File: src/rtl/alu_ctrl_pkg.sv
// Shared encodings for the ALU control decoder and the multiply/divide sequencer.
package alu_ctrl_pkg;

   typedef enum logic [3:0] {
      ALU_AND  = 4'b0000,
      ALU_OR   = 4'b0001,
      ALU_ADD  = 4'b0010,
      ALU_XOR  = 4'b0011,
      ALU_SLL  = 4'b0100,
      ALU_SRL  = 4'b0101,
      ALU_SUB  = 4'b0110,
      ALU_SRA  = 4'b0111,
      ALU_SLT  = 4'b1000,
      ALU_SLTU = 4'b1001,
      ALU_MD   = 4'b1111
   } alu_code_e;

   typedef enum logic [1:0] {
      ST_IDLE = 2'b00,
      ST_MUL  = 2'b01,
      ST_DIV  = 2'b10,
      ST_DONE = 2'b11
   } md_state_e;

   localparam logic [2:0] F3_MUL    = 3'b000;
   localparam logic [2:0] F3_MULH   = 3'b001;
   localparam logic [2:0] F3_MULHSU = 3'b010;
   localparam logic [2:0] F3_MULHU  = 3'b011;
   localparam logic [2:0] F3_DIV    = 3'b100;
   localparam logic [2:0] F3_DIVU   = 3'b101;
   localparam logic [2:0] F3_REM    = 3'b110;
   localparam logic [2:0] F3_REMU   = 3'b111;

   localparam logic [6:0] F7_MD = 7'b0000001;

endpackage

File: src/rtl/mdu_iter.sv
// Bit-serial multiply/divide datapath: shift-add multiply and restoring divide on
// operand magnitudes, with sign fix-up applied combinationally on the result.
module mdu_iter
   import alu_ctrl_pkg::*;
#(
   parameter int XLEN = 32
) (
   input  logic            clk,
   input  logic            reset,
   input  logic            start,
   input  logic            step,
   input  logic [2:0]      funct3,
   input  logic [XLEN-1:0] op_a,
   input  logic [XLEN-1:0] op_b,
   output logic            special,
   output logic [XLEN-1:0] result
);

   localparam logic [XLEN-1:0] MIN_VAL = {1'b1, {(XLEN-1){1'b0}}};

   logic [XLEN-1:0] acc, lo, opnd;
   logic [2:0]      f3;
   logic            neg_a, neg_b, raw;

   logic            a_signed, b_signed, neg_a_in, neg_b_in, div_zero, div_ovf;
   logic [XLEN-1:0] mag_a, mag_b;

   always_comb begin
      a_signed = (funct3 != F3_MULHU) && (funct3 != F3_DIVU) && (funct3 != F3_REMU);
      b_signed = (funct3 == F3_MUL) || (funct3 == F3_MULH) ||
                 (funct3 == F3_DIV) || (funct3 == F3_REM);
      neg_a_in = a_signed & op_a[XLEN-1];
      neg_b_in = b_signed & op_b[XLEN-1];
      mag_a    = neg_a_in ? -op_a : op_a;
      mag_b    = neg_b_in ? -op_b : op_b;
      div_zero = (op_b == '0);
      div_ovf  = ((funct3 == F3_DIV) || (funct3 == F3_REM)) && (op_a == MIN_VAL) && (op_b == '1);
      special  = funct3[2] && (div_zero || div_ovf);
   end

   logic [XLEN:0] mul_sum, div_shift, div_diff;

   always_comb begin
      mul_sum   = {1'b0, acc} + {1'b0, (lo[0] ? opnd : '0)};
      div_shift = {acc, lo[XLEN-1]};
      div_diff  = div_shift - {1'b0, opnd};
   end

   // acc holds the product high half / running remainder, lo the multiplier / quotient
   always_ff @(posedge clk or posedge reset) begin
      if (reset) begin
         acc   <= '0;
         lo    <= '0;
         opnd  <= '0;
         f3    <= '0;
         neg_a <= 1'b0;
         neg_b <= 1'b0;
         raw   <= 1'b0;
      end else if (start) begin
         f3    <= funct3;
         neg_a <= neg_a_in;
         neg_b <= neg_b_in;
         raw   <= special;
         opnd  <= funct3[2] ? mag_b : mag_a;
         if (special && div_zero) begin
            acc <= op_a;
            lo  <= '1;
         end else if (special) begin
            acc <= '0;
            lo  <= MIN_VAL;
         end else begin
            acc <= '0;
            lo  <= funct3[2] ? mag_a : mag_b;
         end
      end else if (step) begin
         if (f3[2]) begin
            if (!div_diff[XLEN]) begin
               acc <= div_diff[XLEN-1:0];
               lo  <= {lo[XLEN-2:0], 1'b1};
            end else begin
               acc <= div_shift[XLEN-1:0];
               lo  <= {lo[XLEN-2:0], 1'b0};
            end
         end else begin
            acc <= mul_sum[XLEN:1];
            lo  <= {mul_sum[0], lo[XLEN-1:1]};
         end
      end
   end

   logic [2*XLEN-1:0] prod_fix;
   logic [XLEN-1:0]   quo_fix, rem_fix;

   always_comb begin
      prod_fix = (neg_a ^ neg_b) ? -{acc, lo} : {acc, lo};
      quo_fix  = (!raw && (neg_a ^ neg_b)) ? -lo : lo;
      rem_fix  = (!raw && neg_a) ? -acc : acc;
      case (f3)
         F3_MUL:                      result = prod_fix[XLEN-1:0];
         F3_MULH, F3_MULHSU, F3_MULHU: result = prod_fix[2*XLEN-1:XLEN];
         F3_DIV, F3_DIVU:             result = quo_fix;
         default:                     result = rem_fix;
      endcase
   end

endmodule

File: src/rtl/alu_ctrl_mdu.sv
// ALU control decoder plus sequencer for the bit-serial M-extension unit.
//   state | meaning
//   IDLE  | waiting; accepts a valid M op (stalls while one is presented)
//   MUL   | XLEN shift-add iterations
//   DIV   | XLEN restoring-divide iterations
//   DONE  | result presented with md_valid for one cycle
module alu_ctrl_mdu
   import alu_ctrl_pkg::*;
#(
   parameter int XLEN   = 32,
   parameter bit MDU_EN = 1'b1
) (
   input  logic            clk,
   input  logic            reset,
   input  logic [1:0]      aluop,
   input  logic [6:0]      funct7,
   input  logic [2:0]      funct3,
   input  logic            in_valid,
   input  logic [XLEN-1:0] op_a,
   input  logic [XLEN-1:0] op_b,
   input  logic            flush,
   output logic [3:0]      out_to_alu,
   output logic            stall,
   output logic            md_valid,
   output logic [XLEN-1:0] md_result
);

   localparam int            CW = $clog2(XLEN) + 1;
   localparam logic [CW-1:0] TC = CW'(XLEN - 1);

   alu_code_e code;
   logic      is_r, is_m;

   always_comb begin
      code = ALU_ADD;
      is_r = (aluop == 2'b10);
      is_m = is_r && (funct7 == F7_MD);
      case (aluop)
         2'b00: code = ALU_ADD;
         2'b01: code = ALU_SUB;
         default: begin
            if (is_m) begin
               code = MDU_EN ? ALU_MD : ALU_ADD;
            end else begin
               case (funct3)
                  3'b000:  code = (is_r && funct7[5]) ? ALU_SUB : ALU_ADD;
                  3'b001:  code = ALU_SLL;
                  3'b010:  code = ALU_SLT;
                  3'b011:  code = ALU_SLTU;
                  3'b100:  code = ALU_XOR;
                  3'b101:  code = funct7[5] ? ALU_SRA : ALU_SRL;
                  3'b110:  code = ALU_OR;
                  default: code = ALU_AND;
               endcase
            end
         end
      endcase
   end

   assign out_to_alu = code;

   md_state_e       state, state_nxt;
   logic [CW-1:0]   cnt;
   logic            m_req, start, step, special;
   logic [XLEN-1:0] iter_result;

   assign m_req = in_valid && (code == ALU_MD);

   always_ff @(posedge clk or posedge reset) begin
      if (reset) state <= ST_IDLE;
      else       state <= state_nxt;
   end

   always_comb begin
      state_nxt = state;
      start     = 1'b0;
      step      = 1'b0;
      case (state)
         ST_IDLE: begin
            if (m_req && !flush) begin
               start     = 1'b1;
               state_nxt = special ? ST_DONE : (funct3[2] ? ST_DIV : ST_MUL);
            end
         end
         ST_MUL, ST_DIV: begin
            step = 1'b1;
            if (cnt == TC) state_nxt = ST_DONE;
         end
         default: state_nxt = ST_IDLE;
      endcase
      // flush overrides everything, including a freshly presented M op
      if (flush) begin
         state_nxt = ST_IDLE;
         step      = 1'b0;
      end
   end

   always_ff @(posedge clk or posedge reset) begin
      if (reset)      cnt <= '0;
      else if (start) cnt <= '0;
      else if (step)  cnt <= cnt + 1'b1;
   end

   generate
      if (MDU_EN) begin : g_mdu
         mdu_iter #(.XLEN(XLEN)) u_iter (
            .clk     (clk),
            .reset   (reset),
            .start   (start),
            .step    (step),
            .funct3  (funct3),
            .op_a    (op_a),
            .op_b    (op_b),
            .special (special),
            .result  (iter_result)
         );
      end else begin : g_no_mdu
         assign special     = 1'b0;
         assign iter_result = '0;
      end
   endgenerate

   assign stall     = ((state == ST_IDLE) && m_req) || (state == ST_MUL) || (state == ST_DIV);
   assign md_valid  = (state == ST_DONE);
   assign md_result = md_valid ? iter_result : '0;

endmodule

File: config.mk
export PLATFORM = sky130hd
export DESIGN_NAME = alu_ctrl_mdu
export DESIGN_NICKNAME = d
export VERILOG_FILES = /design/src/rtl/alu_ctrl_pkg.sv /design/src/rtl/mdu_iter.sv /design/src/rtl/alu_ctrl_mdu.sv
export SDC_FILE = /design/constraint.sdc
export NUM_CORES = 1
export LEC_CHECK = 0
export ABC_AREA = 1
export BUFFER_PORTS_ARGS = -buffer_cell sky130_fd_sc_hd__buf_2
export CAP_MARGIN = 15
export CORE_ASPECT_RATIO = 0.75
export CORE_MARGIN = 2
export CORE_UTILIZATION = 40
export CTS_CLUSTER_SIZE = 24
export DETAILED_ROUTE_END_ITERATION = 8
export HOLD_SLACK_MARGIN = 0.15
export SYNTH_ARGS = -nofsm -noshare
export SYNTH_HDL_FRONTEND = slang
export SYNTH_SLANG_ARGS = --single-unit
File: constraint.sdc
create_clock -name clk -period 3.78 [get_ports clk]
set_input_delay 0.189 -clock clk [delete_from_list [all_inputs] [get_ports clk]]
set_output_delay 0.189 -clock clk [all_outputs]
set_load 0.05 [all_outputs]
* Word-level counts from Yosys, hierarchy flattened
Cells that the tools add are included.
** Word-level totals
- Word-level logic and storage cells :: 116
- Bits in registers :: 110
- Output and inout bits :: 38
- Memories :: 0
- Latch bits :: 0
- ROM bits :: 0
- Memory bits (writable) :: 0
** Cells by class
- Multipliers :: 0
- Bitwise gates (word level) :: 3
- Divide/modulo/power cells :: 0
- $add $sub $neg :: 8
- Magnitude comparators :: 0
- Eq/ne operators :: 26
- Muxes and demuxes :: 38
- Reductions and logical operators :: 32
- Shift-type cells :: 0
** Operators by type and width (number)
- two-way mux 32 bit :: 18
- negation 32 bit :: 4
- one-hot mux 32 bit (3 select lines) :: 1
- equality test 32 bit (second input constant) :: 2
- two-way mux 64 bit :: 1
- negation 64 bit :: 1
- adder 32 x 32 -> 33 bit :: 1
- subtractor 33 x 32 -> 33 bit :: 1
- logical NOT 32 bit :: 1
- one-hot mux 4 bit (7 select lines) :: 1
- equality test 3 bit (second input constant) :: 5
- logical AND 1 bit :: 13
- equality test 3 x 2 -> 1 bit (second input constant) :: 4
- two-way mux 2 bit :: 6
- two-way mux 6 bit :: 2
- inequality test 3 bit (second input constant) :: 4
- one-hot mux 4 bit (2 select lines) :: 1
- equality test 7 x 1 -> 1 bit (second input constant) :: 1
- logical OR 1 bit :: 7
- adder 6 x 1 -> 6 bit (second input constant) :: 1
- equality test 2 bit (second input constant) :: 3
- equality test 3 x 1 -> 1 bit (second input constant) :: 2
- equality test 6 x 5 -> 1 bit (second input constant) :: 1
- logical NOT 3 bit :: 2
- other kinds (15) :: 24

* Depth between registers and ports, before layout
- Depth after elaboration :: 12
- Mapped depth :: 21
- Mapped depth without buffers :: 20

* Cells and area by module
A second synthesis with hierarchy kept.
** Unflattened totals
- Cell total of the unflattened synthesis :: 3327
- Area, all modules :: 18171.2 µm²
** By module, submodules not included
- mdu_iter :: times used 1, area an instance 17185.2 µm², seq. area each 2552.4 µm², cells an instance 3154
- alu_ctrl_mdu :: times used 1, area an instance 985.9 µm², seq. area each 200.2 µm², cells an instance 173

* Worst setup path after synthesis
OpenSTA, ideal clock, no wires.
- Path type :: reg-to-output
- Start :: register g_mdu.u_iter.acc[0]
- End :: output port md_result[24]
- Cell stages (with the launch flop) :: 15
- Data arrival time :: 2.580 ns
- Path slack :: 1.011 ns
- Path buffers :: 0
- Cell sequence :: dfrtp_1 > inv_1 > ha_1 > nand2_1 > nor2_2 > inv_1 > nor2_2 > inv_1 > nor2_1 > nand3b_1 > nand2_1 > o21ai_0 > nand2_1 > nand3_1 > a21oi_1
** On the way
- Cells in the longest elaborated chain, start to end :: 4
** Ends and longest elaborated chain
- from (decl) :: line mdu_iter.sv:21 : logic [XLEN-1:0] acc, lo, opnd;
- from (signal assigned) :: line mdu_iter.sv:66 : acc <= op_a;
- from (signal assigned) :: line mdu_iter.sv:78 : acc <= div_diff[XLEN-1:0];
- from (signal assigned) :: line mdu_iter.sv:81 : acc <= div_shift[XLEN-1:0];
- negation 64 bit or negation 32 bit (tied branches) :: line mdu_iter.sv:95, mdu_iter.sv:97
- two-way mux 64 bit or two-way mux 32 bit (tied branches) :: line mdu_iter.sv:95, mdu_iter.sv:97
- one-hot mux 32 bit (3 select lines) * :: line mdu_iter.sv:98 : case (f3)
- two-way mux 32 bit * :: line alu_ctrl_mdu.sv:125 : assign md_result = md_valid ? iter_result : '0;
- to (decl) :: line alu_ctrl_mdu.sv:25 : output logic [XLEN-1:0] md_result
Mark *: on every way between the ends. The rest lies on a longest branch, timed or not.

* Worst setup path in the final report
- Start :: register g_mdu.u_iter.lo[19]
- End :: output port md_result[20]
** On the way
- Cells in the longest elaborated chain, start to end :: 4
** Ends and longest elaborated chain
- from (decl) :: line mdu_iter.sv:21
- from (signal assigned) :: line mdu_iter.sv:73 : lo <= funct3[2] ? mag_a : mag_b;
- from (signal assigned) :: line mdu_iter.sv:79 : lo <= {lo[XLEN-2:0], 1'b1};
- from (signal assigned) :: line mdu_iter.sv:82 : lo <= {lo[XLEN-2:0], 1'b0};
- negation 64 bit or negation 32 bit (tied branches) :: line mdu_iter.sv:95, mdu_iter.sv:96
- two-way mux 64 bit or two-way mux 32 bit (tied branches) :: line mdu_iter.sv:95, mdu_iter.sv:96
- one-hot mux 32 bit (3 select lines) * :: line mdu_iter.sv:98
- two-way mux 32 bit * :: line alu_ctrl_mdu.sv:125
Marked as above.

==> out/results.ini <==
[synth]
synth_top_area_share=0.2631
avgSynthCellArea_sq_um=5.318
synth_compound_area_frac=0.1508
synthTopCellsByCount=1275 x nand2_1, 474 x inv_1, 354 x nor2_1, 240 x nand3_1, 197 x o21ai_0
syn_nets=3577
yosysTopAreaCell=nand2_1
synth_top_family_by_area=simple AND/OR/NAND/NOR gates
synthFlopType=dfrtp_1
synth.most_common_cell=nand2_1
yosysSeqAreaShare=0.1513
synth_fa_ha_area_frac=0.05310
netlist_area_sq_mm=0.01819
netlist_top_cells_area=nand2_1 26%, dfrtp_1 15%, inv_1 9.8%
ys_warn_count=0
synth-simple-area-share=0.4639
syn_inst=3421
synth_edf_count=0
synth-seq-cells=110
synth_xor_area_frac=0.04766
async_flop_share=1.000
ys_types=54
synth_mux_area_frac=0.0005502

[power]
vdd_ir_drop_max_mv=0.3060
intPower_mw=4.651
comb_power_share=0.732
p_leak_nw=11.02
powerDensity_mw_per_mm2=627.1
clockPowerShare=0.082
switchingPower_mw=7.730
swShare=0.6243
seqPwrFrac=0.186

[setup_path]
r2r_start=g_mdu.u_iter.lo[31]
path_max_fanout=8
crit_start=g_mdu.u_iter.lo[19]
crit_path_end=md_result[20]
crit_cells=10
crit_slowest_cell=dfrtp_1
slowest_delay_ns=0.50
worstPathRequired_ns=3.59
r2r_end=g_mdu.u_iter.acc[31]
cp_num_buf_inv=1
end_kind=primary output
arrival_ns=3.39
rrSetupSlack_ns=0.44
crit_chain=nor2_1, nand3_1, nor2_1, nand3_1, o21ai_0, nand2_1, a21oi_1, o21ai_0, a21oi_1, buf_2
r2r_cells=21
path_delay_family=simple AND/OR/NAND/NOR gates
path_class=reg2out
startpoint_type=flop

[placed_design]
gp_congestion=1.057
hpwlAfterDp_mm=68.80
placedCellCount=4067
numPortBuffers=117

[floorplanning]
io-pin-count=118
initial_utilization=0.4064
core_area_sq_mm=0.04477
num_rows=67
die_w_um=250.2
die-height_um=188.7
dieArea_sq_mm=0.04722

[routing]
drcViolationCount=0
routed_wl_mm=83.88
wl_per_cell_um=20.53
drtAntennaViolNets=0
drtIter0Drc=2917
vias_per_cell=5.501
dr.pass1.iters=6
vias=22480

[grt]
busiest_layer=met1
grt_overflow=0
grt_use_met1=0.5318
grt_pass1_vias=19880
antenna_found_initial=1
grtUsageTotal=0.3486
grt_use_met3=0.09366
grtUsageMet2=0.4640
grt_pass1_wl_mm=124.6
grt_start_max_net_pins=71

[run]
cap_viol_max_count=0

[final_layout]
finalNetCount=3651
final_cells=4086
drive_gt1_frac=0.07457
diodes=0
syn2layout_area_growth_pct=8.535

[sta]
clock_skew_ns=0.01934
slew_violations=0
final_hold_viol_count=0
period_minus_slack_ns=3.579
slew_headroom=0.3259
rsz0062_at_grt=no
finalCritPeriodShare=0.9469
tightest_slew_ns=1.007
final-setup-viol-count=0
tns_ns=0
fmax_mhz=279.4

[cts]
cts-root-buf=clkbuf_16
cts_resized=0
cts_tree=built
cts_buffers=9
clk_pin_slew_ns=0.09
cts_sinks=110
clk_latency_ns=0.39
clockBufferDepth=2
holdBufCountCts=3
htree_levels=3
post_cts_buffers=0

[status]
status=completed

[min_path]
hp-class=in2reg

==> worst min-delay path, cell delays in order <==
cell and delay (ns):
buf_2 0.10, inv_1 0.08, o21ai_0 0.16
==> final cells by class <==
cell class / count / area, sq um
clock buffer: 9 / 225.2
clock inverter: 7 / 65.06
fill: 5149 / 25020
inverter: 485 / 1831
multi-input combinational: 2707 / 13030
sequential: 110 / 2754
tap: 586 / 733.2
timing repair buffer: 182 / 1109
==> metal layers <==
metal,up-vias,part of all wire
met5,-,0.00015
met4,2,0.032
met3,137,0.13
met2,1308,0.37
met1,10060,0.47
li1,10970,-
==> logic make-up after synthesis <==
kind of cell / count (synthesis)
flops: 110
xor+xnor: 99
buf+inv: 604
compound gates: 494
mux: 1
fa+ha+maj: 76
simple gates: 2037
==> placed cells by master, fill, tap and decap left out, types with 14 or more instances in the layout <==
cell,instances
buf_4,61
nor2_2,14
nand3b_1,18
nand2_1,1275
a21oi_1,174
o21ai_0,197
nand3_1,240
nand4_1,54
xor2_1,93
nor2_1,353
o211ai_1,48
buf_2,116
o21ai_1,15
a31oi_1,14
dfrtp_1,109
nor3_1,38
ha_1,74
inv_1,473
==> how the worst min path moves through the flow <==
stage,from,end,slack [ns],cells past startpoint
after floorplan,funct3[1],g_mdu.u_iter.f3[1],0.31,2
after global placement,g_mdu.u_iter.lo[1],g_mdu.u_iter.lo[1],0.47,2
after detailed placement,g_mdu.u_iter.lo[1],g_mdu.u_iter.lo[1],0.47,2
after CTS,op_b[0],g_mdu.u_iter.opnd[0],0.16,3
after global routing,op_a[31],g_mdu.u_iter.acc[31],0.22,3
final,funct3[0],g_mdu.u_iter.f3[0],0.19,3
==> power groups by stage <==
stage          sequential, mW  clock, mW  combinational (mW)
2_1_floorplan            1.95          0                6.00
3_3_place_gp             2.27          0                8.74
3_5_place_dp             2.27          0                8.66
4_1_cts                  2.24       1.02                8.72
5_1_grt                  2.32       1.05                9.91
6_report                 2.30       1.01                9.07
==> per-stage QoR <==
stage / total power [mW] / util / setup slack [ns] / hold slack (ns) / area, sq um
after floorplan: 7.946 / - / 0.6887 / 0.3100 / 18190
after global placement: 11.01 / 0.4339 / 0.6212 / 0.4661 / 19420
after detailed placement: 10.93 / 0.4339 / 0.5614 / 0.4664 / 19420
after CTS: 11.98 / 0.4411 / 0.3637 / 0.1586 / 19740
after global routing: 13.28 / 0.4411 / 0.04390 / 0.2226 / 19740
final: 12.38 / 0.4411 / 0.2008 / 0.1869 / 19740
==> registers in the layout, indices dropped and copies added (netlist names) <==
name                cells
state                   2
g_mdu.u_iter.f3         3
g_mdu.u_iter.raw        1
g_mdu.u_iter.lo        32
g_mdu.u_iter.neg_a      1
cnt                     6
g_mdu.u_iter.opnd      32
g_mdu.u_iter.neg_b      1
g_mdu.u_iter.acc       32
Power figures use the tool's default switching activity.
